### src/rtl/control_seq_if.sv
// Instruction handshake, status inputs and decode strobes between the issuing
// core and the control sequencer.
interface control_seq_if #(
  parameter int unsigned OP_W  = 4,
  parameter int unsigned FN_W  = 4,
  parameter int unsigned CNT_W = 32
);
  logic             ir_valid;
  logic             ir_ready;
  logic [OP_W-1:0]  opcode;
  logic [FN_W-1:0]  opfunc;
  logic             adata_zero;
  logic             mem_ack;
  logic             regs_we;
  logic             ram_we;
  logic             ram_rd;
  logic             d_or_b;
  logic             branch;
  logic             branch_ind;
  logic             imm16;
  logic             pc_we;
  logic [FN_W-1:0]  alu_func;
  logic             illegal;
  logic             fault;
  logic [CNT_W-1:0] retired;

  modport master (
    output ir_valid, opcode, opfunc, adata_zero, mem_ack,
    input  ir_ready, regs_we, ram_we, ram_rd, d_or_b, branch, branch_ind,
           imm16, pc_we, alu_func, illegal, fault, retired
  );

  modport slave (
    input  ir_valid, opcode, opfunc, adata_zero, mem_ack,
    output ir_ready, regs_we, ram_we, ram_rd, d_or_b, branch, branch_ind,
           imm16, pc_we, alu_func, illegal, fault, retired
  );
endinterface

### src/rtl/control_seq.sv
// Multi-cycle instruction sequencer: latches one instruction per handshake and
// steps it through EXEC / MEM / WB, with memory timeout and retired counter.
module control_seq #(
  parameter int unsigned    OP_W        = 4,
  parameter int unsigned    FN_W        = 4,
  parameter logic [FN_W-1:0] ALU_MEM_FN = FN_W'(4'b0010),
  parameter int unsigned    MEM_TIMEOUT = 15,
  parameter int unsigned    CNT_W       = 32
) (
  input  logic        clk,
  input  logic        reset,
  control_seq_if.slave bus
);
  localparam int unsigned TO_W = 8;
  // Fault fires on the MEM_TIMEOUT-th MEM cycle that has no ack.
  localparam logic [TO_W-1:0] TO_LAST = TO_W'(MEM_TIMEOUT - 1);

  localparam logic [OP_W-1:0] OP_ALU  = OP_W'(0);
  localparam logic [OP_W-1:0] OP_ALUI = OP_W'(1);
  localparam logic [OP_W-1:0] OP_LD   = OP_W'(2);
  localparam logic [OP_W-1:0] OP_ST   = OP_W'(3);
  localparam logic [OP_W-1:0] OP_BR   = OP_W'(4);
  localparam logic [OP_W-1:0] OP_BRI  = OP_W'(5);

  typedef enum logic [1:0] {IDLE, EXEC, MEM, WB} state_e;

  state_e           state_q, state_d;
  logic [OP_W-1:0]  op_q, op_d;
  logic [FN_W-1:0]  fn_q, fn_d;
  logic [TO_W-1:0]  cnt_q, cnt_d;
  logic [CNT_W-1:0] retired_q, retired_d;

  logic ir_ready, regs_we, ram_we, ram_rd, d_or_b, branch, branch_ind;
  logic imm16, pc_we, illegal, fault, taken, is_ld, is_st;
  logic [FN_W-1:0] alu_func;

  assign is_ld = (op_q == OP_LD);
  assign is_st = (op_q == OP_ST);
  assign taken = (fn_q[0] & bus.adata_zero) | (fn_q[1] & ~bus.adata_zero);

  // State and datapath registers
  always_ff @(posedge clk or posedge reset) begin
    if (reset) begin
      state_q   <= IDLE;
      op_q      <= '0;
      fn_q      <= '0;
      cnt_q     <= '0;
      retired_q <= '0;
    end else begin
      state_q   <= state_d;
      op_q      <= op_d;
      fn_q      <= fn_d;
      cnt_q     <= cnt_d;
      retired_q <= retired_d;
    end
  end

  // Next state and register updates
  always_comb begin
    state_d   = state_q;
    op_d      = op_q;
    fn_d      = fn_q;
    cnt_d     = cnt_q;
    retired_d = retired_q + CNT_W'(pc_we);
    case (state_q)
      IDLE: begin
        if (bus.ir_valid) begin
          op_d    = bus.opcode;
          fn_d    = bus.opfunc;
          state_d = EXEC;
        end
      end
      EXEC: begin
        cnt_d   = '0;
        state_d = (is_ld || is_st) ? MEM : IDLE;
      end
      MEM: begin
        if (bus.mem_ack) begin
          state_d = is_ld ? WB : IDLE;
        end else if (cnt_q == TO_LAST) begin
          state_d = IDLE;
        end else begin
          cnt_d = cnt_q + TO_W'(1);
        end
      end
      WB:      state_d = IDLE;
      default: state_d = IDLE;
    endcase
  end

  // Decode outputs from latched instruction and state
  always_comb begin
    ir_ready   = 1'b0;
    regs_we    = 1'b0;
    ram_we     = 1'b0;
    ram_rd     = 1'b0;
    d_or_b     = 1'b0;
    branch     = 1'b0;
    branch_ind = 1'b0;
    imm16      = 1'b0;
    pc_we      = 1'b0;
    illegal    = 1'b0;
    fault      = 1'b0;
    alu_func   = '0;
    if (state_q != IDLE) begin
      imm16    = (op_q != OP_ALU);
      d_or_b   = (op_q == OP_ALUI) || is_ld || (op_q == OP_BR);
      alu_func = (is_ld || is_st) ? ALU_MEM_FN : fn_q;
    end
    case (state_q)
      IDLE: ir_ready = ~reset;
      EXEC: begin
        case (op_q)
          OP_ALU, OP_ALUI: begin
            regs_we = 1'b1;
            pc_we   = 1'b1;
          end
          OP_BR, OP_BRI: begin
            branch     = (op_q == OP_BR) & taken;
            branch_ind = (op_q == OP_BRI) & taken;
            regs_we    = taken & fn_q[3];
            pc_we      = 1'b1;
          end
          OP_LD: ram_rd = 1'b1;
          OP_ST: ram_we = 1'b1;
          default: begin
            illegal = 1'b1;
            pc_we   = 1'b1;
          end
        endcase
      end
      MEM: begin
        if (bus.mem_ack) begin
          ram_rd = is_ld;
          ram_we = is_st;
          pc_we  = is_st;
        end else if (cnt_q == TO_LAST) begin
          fault = 1'b1;
        end else begin
          ram_rd = is_ld;
          ram_we = is_st;
        end
      end
      WB: begin
        regs_we = 1'b1;
        pc_we   = 1'b1;
      end
      default: ;
    endcase
  end

  assign bus.ir_ready   = ir_ready;
  assign bus.regs_we    = regs_we;
  assign bus.ram_we     = ram_we;
  assign bus.ram_rd     = ram_rd;
  assign bus.d_or_b     = d_or_b;
  assign bus.branch     = branch;
  assign bus.branch_ind = branch_ind;
  assign bus.imm16      = imm16;
  assign bus.pc_we      = pc_we;
  assign bus.alu_func   = alu_func;
  assign bus.illegal    = illegal;
  assign bus.fault      = fault;
  assign bus.retired    = retired_q;
endmodule

### src/flat_wrapper.sv
// flat-port wrapper written by rule: the top's interface ports become plain ports
module control_seq_flat 
#(
  parameter int unsigned    OP_W        = 4,
  parameter int unsigned    FN_W        = 4,
  parameter logic [FN_W-1:0] ALU_MEM_FN = FN_W'(4'b0010),
  parameter int unsigned    MEM_TIMEOUT = 15,
  parameter int unsigned    CNT_W       = 32
)
  (clk, reset, bus_ir_valid, bus_opcode, bus_opfunc, bus_adata_zero, bus_mem_ack, bus_ir_ready, bus_regs_we, bus_ram_we, bus_ram_rd, bus_d_or_b, bus_branch, bus_branch_ind, bus_imm16, bus_pc_we, bus_alu_func, bus_illegal, bus_fault, bus_retired);
  control_seq_if #(.OP_W(OP_W), .FN_W(FN_W), .CNT_W(CNT_W)) bus_i ();
  input  logic clk;
  input  logic reset;
  input wire logic [$bits(bus_i.ir_valid)-1:0] bus_ir_valid;
  input wire logic [$bits(bus_i.opcode)-1:0] bus_opcode;
  input wire logic [$bits(bus_i.opfunc)-1:0] bus_opfunc;
  input wire logic [$bits(bus_i.adata_zero)-1:0] bus_adata_zero;
  input wire logic [$bits(bus_i.mem_ack)-1:0] bus_mem_ack;
  output wire logic [$bits(bus_i.ir_ready)-1:0] bus_ir_ready;
  output wire logic [$bits(bus_i.regs_we)-1:0] bus_regs_we;
  output wire logic [$bits(bus_i.ram_we)-1:0] bus_ram_we;
  output wire logic [$bits(bus_i.ram_rd)-1:0] bus_ram_rd;
  output wire logic [$bits(bus_i.d_or_b)-1:0] bus_d_or_b;
  output wire logic [$bits(bus_i.branch)-1:0] bus_branch;
  output wire logic [$bits(bus_i.branch_ind)-1:0] bus_branch_ind;
  output wire logic [$bits(bus_i.imm16)-1:0] bus_imm16;
  output wire logic [$bits(bus_i.pc_we)-1:0] bus_pc_we;
  output wire logic [$bits(bus_i.alu_func)-1:0] bus_alu_func;
  output wire logic [$bits(bus_i.illegal)-1:0] bus_illegal;
  output wire logic [$bits(bus_i.fault)-1:0] bus_fault;
  output wire logic [$bits(bus_i.retired)-1:0] bus_retired;
  assign bus_i.ir_valid = bus_ir_valid;
  assign bus_i.opcode = bus_opcode;
  assign bus_i.opfunc = bus_opfunc;
  assign bus_i.adata_zero = bus_adata_zero;
  assign bus_i.mem_ack = bus_mem_ack;
  assign bus_ir_ready = bus_i.ir_ready;
  assign bus_regs_we = bus_i.regs_we;
  assign bus_ram_we = bus_i.ram_we;
  assign bus_ram_rd = bus_i.ram_rd;
  assign bus_d_or_b = bus_i.d_or_b;
  assign bus_branch = bus_i.branch;
  assign bus_branch_ind = bus_i.branch_ind;
  assign bus_imm16 = bus_i.imm16;
  assign bus_pc_we = bus_i.pc_we;
  assign bus_alu_func = bus_i.alu_func;
  assign bus_illegal = bus_i.illegal;
  assign bus_fault = bus_i.fault;
  assign bus_retired = bus_i.retired;
  control_seq #(.OP_W(OP_W), .FN_W(FN_W), .ALU_MEM_FN(ALU_MEM_FN), .MEM_TIMEOUT(MEM_TIMEOUT), .CNT_W(CNT_W)) u_core (.clk(clk), .reset(reset), .bus(bus_i));
endmodule
### config.mk
export PLATFORM = sky130hd
export DESIGN_NAME = control_seq_flat
export DESIGN_NICKNAME = d
export VERILOG_FILES = /design/src/rtl/control_seq_if.sv /design/src/rtl/control_seq.sv /design/src/flat_wrapper.sv
export SDC_FILE = /design/constraint.sdc
export NUM_CORES = 1
export LEC_CHECK = 0
export BUFFER_PORTS_ARGS = -buffer_cell sky130_fd_sc_hd__buf_2
export CAP_MARGIN = 40
export CORE_MARGIN = 2
export CORE_UTILIZATION = 57
export DETAILED_ROUTE_END_ITERATION = 8
export PLACE_DENSITY = 0.84
export SLEW_MARGIN = 25
export SYNTH_ARGS = -nofsm -noshare
export SYNTH_HDL_FRONTEND = slang
export SYNTH_SLANG_ARGS = --single-unit
### constraint.sdc
create_clock -name clk -period 5.81 [get_ports clk]
set_input_delay 0.2905 -clock clk [delete_from_list [all_inputs] [get_ports clk]]
set_output_delay 0.2905 -clock clk [all_outputs]
set_load 0.03 [all_outputs]
-- After elaboration in Yosys (flattened, before gate mapping)
Index checks and enable logic that the tools add are counted.
- flip-flop bits (word level): 50
- input bits: 13
- output and inout bits: 47
- logic and storage cells: 79
- add/sub/neg operators: 2
- eq/ne operators: 13
- muxes and demuxes: 36
- bitwise operators: 8
- reduce and logical (&&, ||, !) cells: 15
- operators with widths (operator ; count):
    $add A32 B1 Y32 ; 1
    $mux W1 ; 20
    $mux W8 ; 2
    $pmux W8 S2 ; 1
    $mux W2 ; 5
    $add A8 B1 Y8 const B ; 1
    $eq A4 B2 Y1 const B ; 2
    $eq A4 B3 Y1 const B ; 2
    $eq A8 B4 Y1 const B ; 1
    $mux W4 ; 2
    $pmux W1 S2 ; 4
    $pmux W2 S4 ; 1
    $ne A2 B2 Y1 const B ; 3
    $reduce_or A2 Y1 ; 3
    $reduce_or A6 Y1 ; 1
    $and A1 B1 Y1 ; 5
    $eq A2 B2 Y1 const B ; 2
    $eq A4 B1 Y1 const B ; 1
    $logic_not A4 Y1 ; 1
    $reduce_and A2 Y1 ; 2
    $reduce_bool A2 Y1 ; 2
    $reduce_bool A4 Y1 ; 1
    $logic_or A1 B1 Y1 ; 3
    $ne A3 B2 Y1 const B ; 1
    other kinds (6) ; 7

-- Longest topological paths before layout
Gate-level depths: netlist of the first run.
- depth after elaboration: 6
- gate-level depth with buffers: 12
- mapped depth without buffers: 11

-- Least setup slack after synthesis of the first run
OpenSTA, ideal clock, no wires.
- kind: flip-flop to flip-flop
- start point: register u_core.state_q[0]
- end point: register u_core.retired_q[18], in the netlist u_core.bus.retired[18]
- library setup time: 0.134 ns
- arrival: 2.779 ns
- required time: 5.676 ns
- path slack: 2.897 ns
- stages on the path, launching flop included: 13
- path buffers: 1
- period minus slack after synthesis: 2.913 ns
- cell sequence: dfrtp_1 -> inv_1 -> ha_1 -> nand2_1 -> o21ai_0 -> o21ai_0 -> a21oi_1 -> ha_1 -> nand3_1 -> nor4_4 -> buf_6 -> nand4_2 -> xnor2_1
- longest elaborated chain between the ends: 3
- elaborated cells on any way between the ends: 5
- those cells by class: add/sub (1); eq/ne (3); mux (1)
- RTL lines (element ; RTL line ; source):
    start: declaration ; control_seq.sv:27 ; state_e state_q, state_d;
    start signal: assignment ; control_seq.sv:50 ; state_q <= state_d;
    $eq A2 B2 Y1 or $eq A2 B1 Y1 (tied branches) ; control_seq.sv:110 ; case (state_q)
    $pmux W1 S3 (*) ; control_seq.sv:110 ;
    named net bus_pc_we ; flat_wrapper.sv:27 ; output wire logic [$bits(bus_i.pc_we)-1:0] bus_pc_we;
    $add A32 B1 Y32 (*) ; control_seq.sv:64 ; retired_d = retired_q + CNT_W'(pc_we);
    named net u_core.retired_d[18] ; control_seq.sv:31 ; logic [CNT_W-1:0] retired_q, retired_d;
    end signal: assignment ; control_seq.sv:54 ; retired_q <= retired_d;
    end: declaration ; control_seq.sv:31 ;
The timed path passes the listed nets; every way through them passes the cells marked *.
A chain may end at the register's enable or synchronous reset.

-- Worst setup path in the final report of the first run
- start point: register u_core.state_q[0]
- end point: register u_core.retired_q[25], in the netlist u_core.bus.retired[25]
- longest elaborated chain between the ends: 3
- elaborated cells on any way between the ends: 5
- those cells by class: add/sub (1); eq/ne (3); mux (1)
- RTL lines (element ; RTL line):
    $eq A2 B2 Y1 or $eq A2 B1 Y1 (tied branches) ; control_seq.sv:110
    $pmux W1 S3 (*) ; control_seq.sv:110
    $add A32 B1 Y32 (*) ; control_seq.sv:64
    named net u_core.retired_d[25] ; control_seq.sv:31
Marks and branches as above.

==> run metrics, run 1 <==
status=completed; Total GRT Usage=20.9%; # DRC=0; 1st-iter DRT viols=84; Peak VDD IR=0.355 mV; syn nets=260; I/O pin count=60; share of cells above drive strength 1=28.9%; critical-path maximum fanout=12; Worst Hold Class=input pin to flip-flop; Slowest-stage cell, CP=nor4_4; WS Path Type=flip-flop to flip-flop; number of global-route vias before repair=1955; RSZ-0062 raised after global routing=no; Tcrit/Tclk final=50.1%; post-synthesis cell area=0.00254 mm2; critical path data arrival time=3.12 ns; Avg WL per Cell=14.1 um; Final nets=324; final antenna-violating net count=0; area grow syn2layout=18.2%; Core Region=0.00432 mm2; FP Rows=24; post-layout util=69.4%; effective utilization at floorplan=58.7%; Worst-Margin Slew=0.666 ns; max incr delay on CP=0.65 ns; Total Routed Length=5010 um; GRT Residual Overflow=0; Leak=1.52 nW; Port Buffers=59; die height=70.8 um; Yosys reg bits=50; fin area=0.00300 mm2; Slew Viols, Final=0; Max Freq=0.344 GHz; pre-CTS WS=2.90 ns; pwr dens=370 mW/mm2; Slew headroom=55.3%; asr flop ratio synth=100%; max cap viols=0; die width=70.8 um; most frequent cells in the layout=buf_2 (59), dfrtp_1 (50), xnor2_1 (24); fillcell total=326; Mapped Cells=239; via count=1988; CTS Root Cell=clkbuf_8; sequential-to-total area share from yosys stat=49.3%; Post-synth EDFFs=0; H-Tree Level Count=2; clk buf depth=2; crit path capture type=flip-flop; Synth Flop Type=dfrtp_1; largest net degree at the start of global routing=32; fin crit period=2.91 ns; Hold Vio Cnt, Final=0; antenna violations before repair=0; setup TNS=0 ns; n_diodes=0; clk_lat worst skew=0.31 ns; CTS tree=yes; leading cell type in the layout, fill and taps excluded=buf_2; Synth Warn #=0; first-pass GRT wire length=8530 um; Die Area=0.00501 mm2; Netlist cell types=40; syn_area_per_cell=10.6 um2; Critical Path Start Type=flip-flop; clock sinks=50; Max Clock Skew=0.0148 ns; TritonCTS buffer count=5; Hold Slack=0.210 ns; Placed Area=0.00289 mm2; worst endpoint required time=6.02 ns; drt pass-1 iters=4; Final WS setup=2.90 ns; Post-DP HPWL=3680 um; Clk pin slew, worst setup/hold paths=0.10 ns; DR vias/cell=5.58; setup violators final=0; worst-path cell chain=inv_1 > ha_1 > nand2_1 > o21ai_0 > o21ai_0 > a21oi_1 > ha_1 > nand3_1 > nor4_4 > nand4_1 > xnor2_1; gpl congestion=0.815; post-cts sizing count=0
## worst max-delay path: cells and delay by family, from the launching register on
kind	cells	cell delay, ns
compound gates	3	0.49
xor+xnor	1	0.17
fa+ha+maj	2	0.51
buf+inv	1	0.11
flops	1	0.43
simple gates	4	1.10
## synthesized netlist by cell type (3+ instances only)
cell / count / share of area [%]
and3_1: 6 / 1.5
dfrtp_1: 50 / 49
xor2_1: 9 / 3.1
o21ai_0: 9 / 1.8
xnor2_1: 24 / 8.3
ha_1: 8 / 3.9
mux2_2: 9 / 4.0
nand2_1: 19 / 2.8
nor3_1: 5 / 0.99
nor2_1: 15 / 2.2
nand3_1: 17 / 3.3
inv_1: 8 / 1.2
a21oi_1: 8 / 1.6
and2_1: 5 / 1.2
nor2b_1: 4 / 0.99
nand4_1: 11 / 2.7
nand4_2: 3 / 1.5
## layout make-up
class	count	area (um2)	share of cell area, %
clock buffer	5	68.8	2.29
clock inverter	3	28.8	0.959
inverter	8	30.0	1.00
multi-input combinational	177	1230	41.1
sequential	50	1250	41.7
tap	52	65.1	2.17
timing repair buffer	61	325	10.8
## report_power, final
part	internal (W)	switching, W	total [W]
logic	0.000153	0.000270	0.000423
registers	0.000402	0.0000693	0.000471
clock network	0.0000894	0.000127	0.000216
total	0.000644	0.000466	0.00111
## cells by family (layout without fill, tap and decap cells)
group	count (synthesis)	count (layout)	share of synthesized area (%)
flops	50	50	49.3
compound gates	24	24	5.62
simple gates	102	102	23.2
xor+xnor	33	33	11.4
buf+inv	12	77	2.22
fa+ha+maj	8	8	3.94
mux	10	10	4.38
## per-stage QoR
stage          cells  total power (W)
2_1_floorplan    239         0.000782
3_3_place_gp     346         0.000885
3_5_place_dp     347         0.000897
4_1_cts          356          0.00112
5_1_grt          356          0.00117
6_report         356          0.00111
## per-layer routing
layer	vias up	GRT usage, %	wire length (um)	share of wire (%)
met4	0	8.18	59	1.2
met5	-	0	0	0
met3	4	3.56	262	5.2
met2	56	34.2	2420	48
met1	961	28.0	2270	45
li1	967	-	-	-
## path summary, 6_finish.rpt
| kind | to | start | depth (start not counted) | slack (ns) |
|---|---|---|---|---|
| worst max-delay path | u_core.bus.retired[25] | u_core.state_q[0] | 11 | 2.90 |
| worst min-delay path | u_core.op_q[0] | bus_opcode[0] | 2 | 0.21 |
| worst max register to register | u_core.bus.retired[25] | u_core.state_q[0] | 11 | 2.90 |
| worst min register to register | u_core.bus.retired[31] | u_core.bus.retired[31] | 1 | 0.50 |
| max in group asynchronous | u_core.state_q[0] | reset | 4 | 4.74 |
| min in group asynchronous | u_core.bus.retired[12] | reset | 3 | 0.55 |
## sequential cells by signal, indices dropped and copies added, names as in the netlist
register,cells
u_core.op_q,4
u_core.state_q,2
u_core.bus.retired,32
u_core.fn_q,4
u_core.cnt_q,8
## what timing repair did
item / in CTS / in global routing
hold buffers: 1 / 0
hold endpoints to repair: 1 / 0
setup buffers: 0 / 0
Note: power is estimated with default switching activity, not from simulation.
==> run 2: changes to the inputs <==
- ABC_AREA: default -> 1
- CORE_UTILIZATION: 57 -> 55
- PLACE_DENSITY: 0.84 -> 0.8
- clock period: 5.81 -> 2.95 ns (I/O delays scaled with it)
==> run metrics, run 2 <==
largest net degree at the start of global routing=51; RSZ-0062 raised after global routing=no; GRT Residual Overflow=0; Max Freq=0.395 GHz; DR vias/cell=5.06; post-synthesis cell area=0.00298 mm2; first-pass GRT wire length=11300 um; via count=2773; clk buf depth=2; Synth Warn #=0; syn_area_per_cell=7.24 um2; fin area=0.00348 mm2; R2R Setup Slk=0.42 ns; TritonCTS buffer count=5; die width=77.7 um; 1st-iter DRT viols=227; post-cts sizing count=0; syn nets=433; critical path data arrival time=2.72 ns; Top cell by count, worst path=nand2_1; Slowest-stage cell, CP=dfrtp_1; Mapped Cells=412; Total GRT Usage=23.3%; share of cells above drive strength 1=18.4%; I/O pin count=60; cell count of the worst reg-to-reg path=13; fin crit period=2.53 ns; CTS tree=yes; n_diodes=0; Worst-Margin Slew=0.613 ns; clk_lat worst skew=0.30 ns; family with the most delay on the worst path=simple AND/OR/NAND/NOR gates; worst endpoint required time=3.14 ns; pwr dens=653 mW/mm2; Netlist cell types=29; sequential-to-total area share from yosys stat=41.9%; hold buffers post-CTS=1; gpl congestion=0.909; Die Area=0.00603 mm2; max cap viols=0; Yosys top cell area share=41.9%; leading cell type in the layout, fill and taps excluded=nand2_1; post-layout util=67.2%; top-count cell post-synth=nand2_1; die height=77.7 um; asr flop ratio synth=100%; Yosys reg bits=50; hold endpoint=u_core.op_q[3]; H-Tree Level Count=2; area grow syn2layout=16.5%; max incr delay on CP=0.40 ns; Slew headroom=59.1%; Critical Path Start Type=flip-flop; CTS Root Cell=clkbuf_8; hold path depth=2; Synth area leader=dfrtp_1; Tcrit/Tclk final=85.9%; Post-DP HPWL=5270 um; Synth Flop Type=dfrtp_1; Hold Vio Cnt, Final=0; drt pass-1 iters=5; critical-path maximum fanout=7; Reg-to-Reg End=u_core.bus.retired[21]; fillcell total=461; Worst Hold Class=input pin to flip-flop; # DRC=0; Area contributors post-synth=dfrtp_1 (42%), nand2_1 (18%), nor2_1 (10%); Total Routed Length=6780 um; Final nets=498; synth cell count leaders=nand2_1 (143), nor2_1 (81), dfrtp_1 (50); Peak VDD IR=0.655 mV; status=completed; most frequent cells in the layout=nand2_1 (143), nor2_1 (81), buf_2 (59); Core Region=0.00517 mm2; final antenna-violating net count=0; Clk pin slew, worst setup/hold paths=0.08 ns; Post-synth EDFFs=0; clock sinks=50; Placed Area=0.00336 mm2; HP Start=bus_opcode[3]; WS Path Type=flip-flop to flip-flop; setup violators final=0; effective utilization at floorplan=57.7%; antenna violations before repair=0; Port Buffers=59; number of global-route vias before repair=2445; Post-CTS Setup Inserts=0; FP Rows=26; Max Clock Skew=0.00943 ns; worst-path cell chain=nor2_1 > nand2_1 > nor2_1 > nand2_1 > a21oi_1 > ha_1 > nand2_4 > nor2_8 > nand2_4 > nor2_4 > nand2_1 > nand2_1 > nand2_1; Worst R2R Start=u_core.op_q[3]; Avg WL per Cell=12.4 um; Crit path buffers/inverters=0; Slew Viols, Final=0; Leak=1.85 nW; crit path capture type=flip-flop; setup TNS=0 ns; max reg flops=32
run 2: worst register-to-register path, stage by stage (launching register included):
cell	delay, ns
dfrtp_1	0.40
nor2_1	0.34
nand2_1	0.19
nor2_1	0.16
nand2_1	0.07
a21oi_1	0.24
ha_1	0.31
nand2_4	0.12
nor2_8	0.22
nand2_4	0.09
nor2_4	0.14
nand2_1	0.06
nand2_1	0.05
nand2_1	0.05
run 2: layout make-up:
type,instances,area (um2),share of cell area [%]
clock buffers,5,68.8,1.98
clock inverters,3,40.0,1.15
inverters,35,134,3.85
multi-input cells,325,1590,45.7
flip-flops and latches,50,1250,36.0
well taps,70,87.6,2.52
repair buffers,60,305,8.78
run 2: report_power, final:
group | internal, W | switching [W] | total [W]
sequential | 0.000788 | 0.000108 | 0.000896
clock | 0.000250 | 0.000222 | 0.000472
combinational | 0.000254 | 0.000649 | 0.000904
run 2: worst max-delay path by stage:
stage	from	to	slack [ns]	depth (start not counted)
after floorplan	u_core.op_q[3]	u_core.bus.retired[21]	0.22	13
after global placement	u_core.op_q[3]	u_core.bus.retired[30]	0.57	13
after detailed placement	u_core.op_q[3]	u_core.bus.retired[29]	0.46	13
after CTS	u_core.op_q[3]	u_core.bus.retired[29]	0.45	13
after global routing	u_core.op_q[3]	u_core.bus.retired[30]	0.09	13
final	u_core.op_q[3]	u_core.bus.retired[21]	0.42	13
run 2: metal layers:
| layer | GRT usage [%] | vias up | part of all wire, % |
|---|---|---|---|
| met2 | 37.4 | 79 | 45 |
| met1 | 33.2 | 1268 | 49 |
| li1 | - | 1415 | - |
| met5 | 0 | - | 0 |
| met3 | 3.26 | 11 | 4.8 |
| met4 | 6.07 | 0 | 1.4 |
run 2: cells by family after synthesis:
kind of cell	synth area share (%)
flops	41.9
buf+inv	4.78
compound gates	3.44
simple gates	41.4
fa+ha+maj	3.35
xor+xnor	4.70
mux	0.377
run 2: stage by stage:
stage | instances | power [W] | setup slack, ns | hold slack [ns]
6_report | 548 | 0.00227 | 0.416 | 0.0896
5_1_grt | 548 | 0.00241 | 0.0863 | 0.0868
4_1_cts | 548 | 0.00228 | 0.449 | 0.0896
3_5_place_dp | 539 | 0.00181 | 0.459 | 0.290
3_3_place_gp | 539 | 0.00180 | 0.575 | 0.392
2_1_floorplan | 412 | 0.00157 | 0.220 | 0.298
==> run 3: changes to the inputs <==
- CORE_UTILIZATION: 55 -> 38
- PLACE_DENSITY: 0.8 -> default
==> run metrics, run 3 (synthesis results as in run 2) <==
CTS tree=yes; I/O pin count=60; Clk pin slew, worst setup/hold paths=0.09 ns; final antenna-violating net count=0; Worst R2R Start=u_core.op_q[3]; TritonCTS buffer count=5; post-cts sizing count=0; 1st-iter DRT viols=105; first-pass GRT wire length=12100 um; antenna violations before repair=0; Die Area=0.00858 mm2; clock sinks=50; DR vias/cell=4.78; Worst Hold Class=input pin to flip-flop; critical-path maximum fanout=7; WS Path Type=flip-flop to flip-flop; pwr dens=653 mW/mm2; die height=92.6 um; hold buffers post-CTS=1; number of global-route vias before repair=2637; Port Buffers=59; fin crit period=2.37 ns; Avg WL per Cell=12.4 um; area of the multi-input gates=0.00159 mm2; GRT Residual Overflow=0; Tcrit/Tclk final=80.3%; CTS Root Cell=clkbuf_8; fillcell total=790; die width=92.6 um; Max Clock Skew=0.00872 ns; leading cell type in the layout, fill and taps excluded=nand2_1; worst setup path end=u_core.bus.retired[21]; CP Launch Point=u_core.op_q[3]; most frequent cells in the layout=nand2_1 (143), nor2_1 (81), buf_2 (59); Max Freq=0.422 GHz; # DRC=0; Slew headroom=57.6%; Final nets=499; Core Region=0.00765 mm2; Total GRT Usage=17.7%; clk buf depth=2; critical path data arrival time=2.57 ns; Leak=1.86 nW; Peak VDD IR=0.606 mV; share of cells above drive strength 1=18.6%; crit path capture type=flip-flop; setup TNS=0 ns; worst endpoint required time=3.15 ns; RSZ-0062 raised after global routing=no; Hold Vio Cnt, Final=0; Worst-Margin Slew=0.636 ns; area grow syn2layout=18.1%; Register Area=0.00125 mm2; Total Routed Length=7210 um; via count=2777; status=completed; n_diodes=0; clk_lat worst skew=0.30 ns; cell count of the worst reg-to-reg path=14; gpl congestion=0.872; Post-DP HPWL=5590 um; R2R Setup Slk=0.58 ns; max reg flops=32; Post-CTS Setup Inserts=0; setup violators final=0; Reg-to-Reg End=u_core.bus.retired[21]; post-layout util=46.1%; Critical Path Start Type=flip-flop; effective utilization at floorplan=39.0%; H-Tree Level Count=2; drt pass-1 iters=4; max cap viols=0; Slew Viols, Final=0; largest net degree at the start of global routing=51; FP Rows=32
[run 3: cell count changes in the layout (fill, tap and decap cells not counted)]
cell | before | now
buf_4 | 0 | 1
[run 3: per-layer routing]
metal  part of all wire (%)  GRT usage (%)
met1                     49           25.2
met2                     44           27.9
met3                    5.0           2.85
met4                    1.9           5.51
met5                      0              0
[run 3: critical path, cell delays in order (launching register included)]
cell and delay (ns):
dfrtp_1 0.40, nor2_1 0.10, buf_4 0.14, nand2_1 0.11, nor2_1 0.17, nand2_1 0.07, a21oi_1 0.25, ha_1 0.31
nand2_4 0.11, nor2_8 0.22, nand2_4 0.09, nor2_4 0.14, nand2_1 0.06, nand2_1 0.05, nand2_1 0.05
[run 3: worst min path at each step]
stage / from / end / slack (ns) / cells after the start
final: bus_opcode[3] / u_core.op_q[3] / 0.08 / 2
after global placement: bus_opcode[3] / u_core.op_q[3] / 0.39 / 2
after floorplan: bus_opcode[3] / u_core.op_q[3] / 0.30 / 1
after CTS: bus_opcode[3] / u_core.op_q[3] / 0.07 / 2
after global routing: bus_opcode[3] / u_core.op_q[3] / 0.07 / 2
after detailed placement: reset / u_core.op_q[0] / 0.30 / 2
[run 3: stage by stage]
step / hold slack (ns) / setup slack, ns / total power, W / cell area (um2) / cells
6_report: 0.0807 / 0.582 / 0.00230 / 3520 / 581
5_1_grt: 0.0706 / 0.296 / 0.00247 / 3520 / 581
4_1_cts: 0.0707 / 0.581 / 0.00233 / 3520 / 581
3_5_place_dp: 0.303 / 0.599 / 0.00184 / 3410 / 572
3_3_place_gp: 0.391 / 0.706 / 0.00183 / 3400 / 572
2_1_floorplan: 0.298 / 0.220 / 0.00157 / 2980 / 412
[run 3: report_power, final]
| group | leakage, nW | total (W) | internal, W | switching, W |
|---|---|---|---|---|
| clock | 0.0579 | 0.000481 | 0.000250 | 0.000231 |
| sequential | 0.664 | 0.000898 | 0.000788 | 0.000110 |
| combinational | 1.13 | 0.000922 | 0.000263 | 0.000659 |
| total | 1.86 | 0.00230 | 0.00130 | 0.00100 |
[run 3: cell type report]
| class | instances | share of cell area (%) |
|---|---|---|
| clock inverters | 3 | 1.14 |
| well taps | 102 | 3.62 |
| multi-input cells | 325 | 45.1 |
| repair buffers | 61 | 8.87 |
| flip-flops and latches | 50 | 35.5 |
| clock buffers | 5 | 1.95 |
| inverters | 35 | 3.80 |
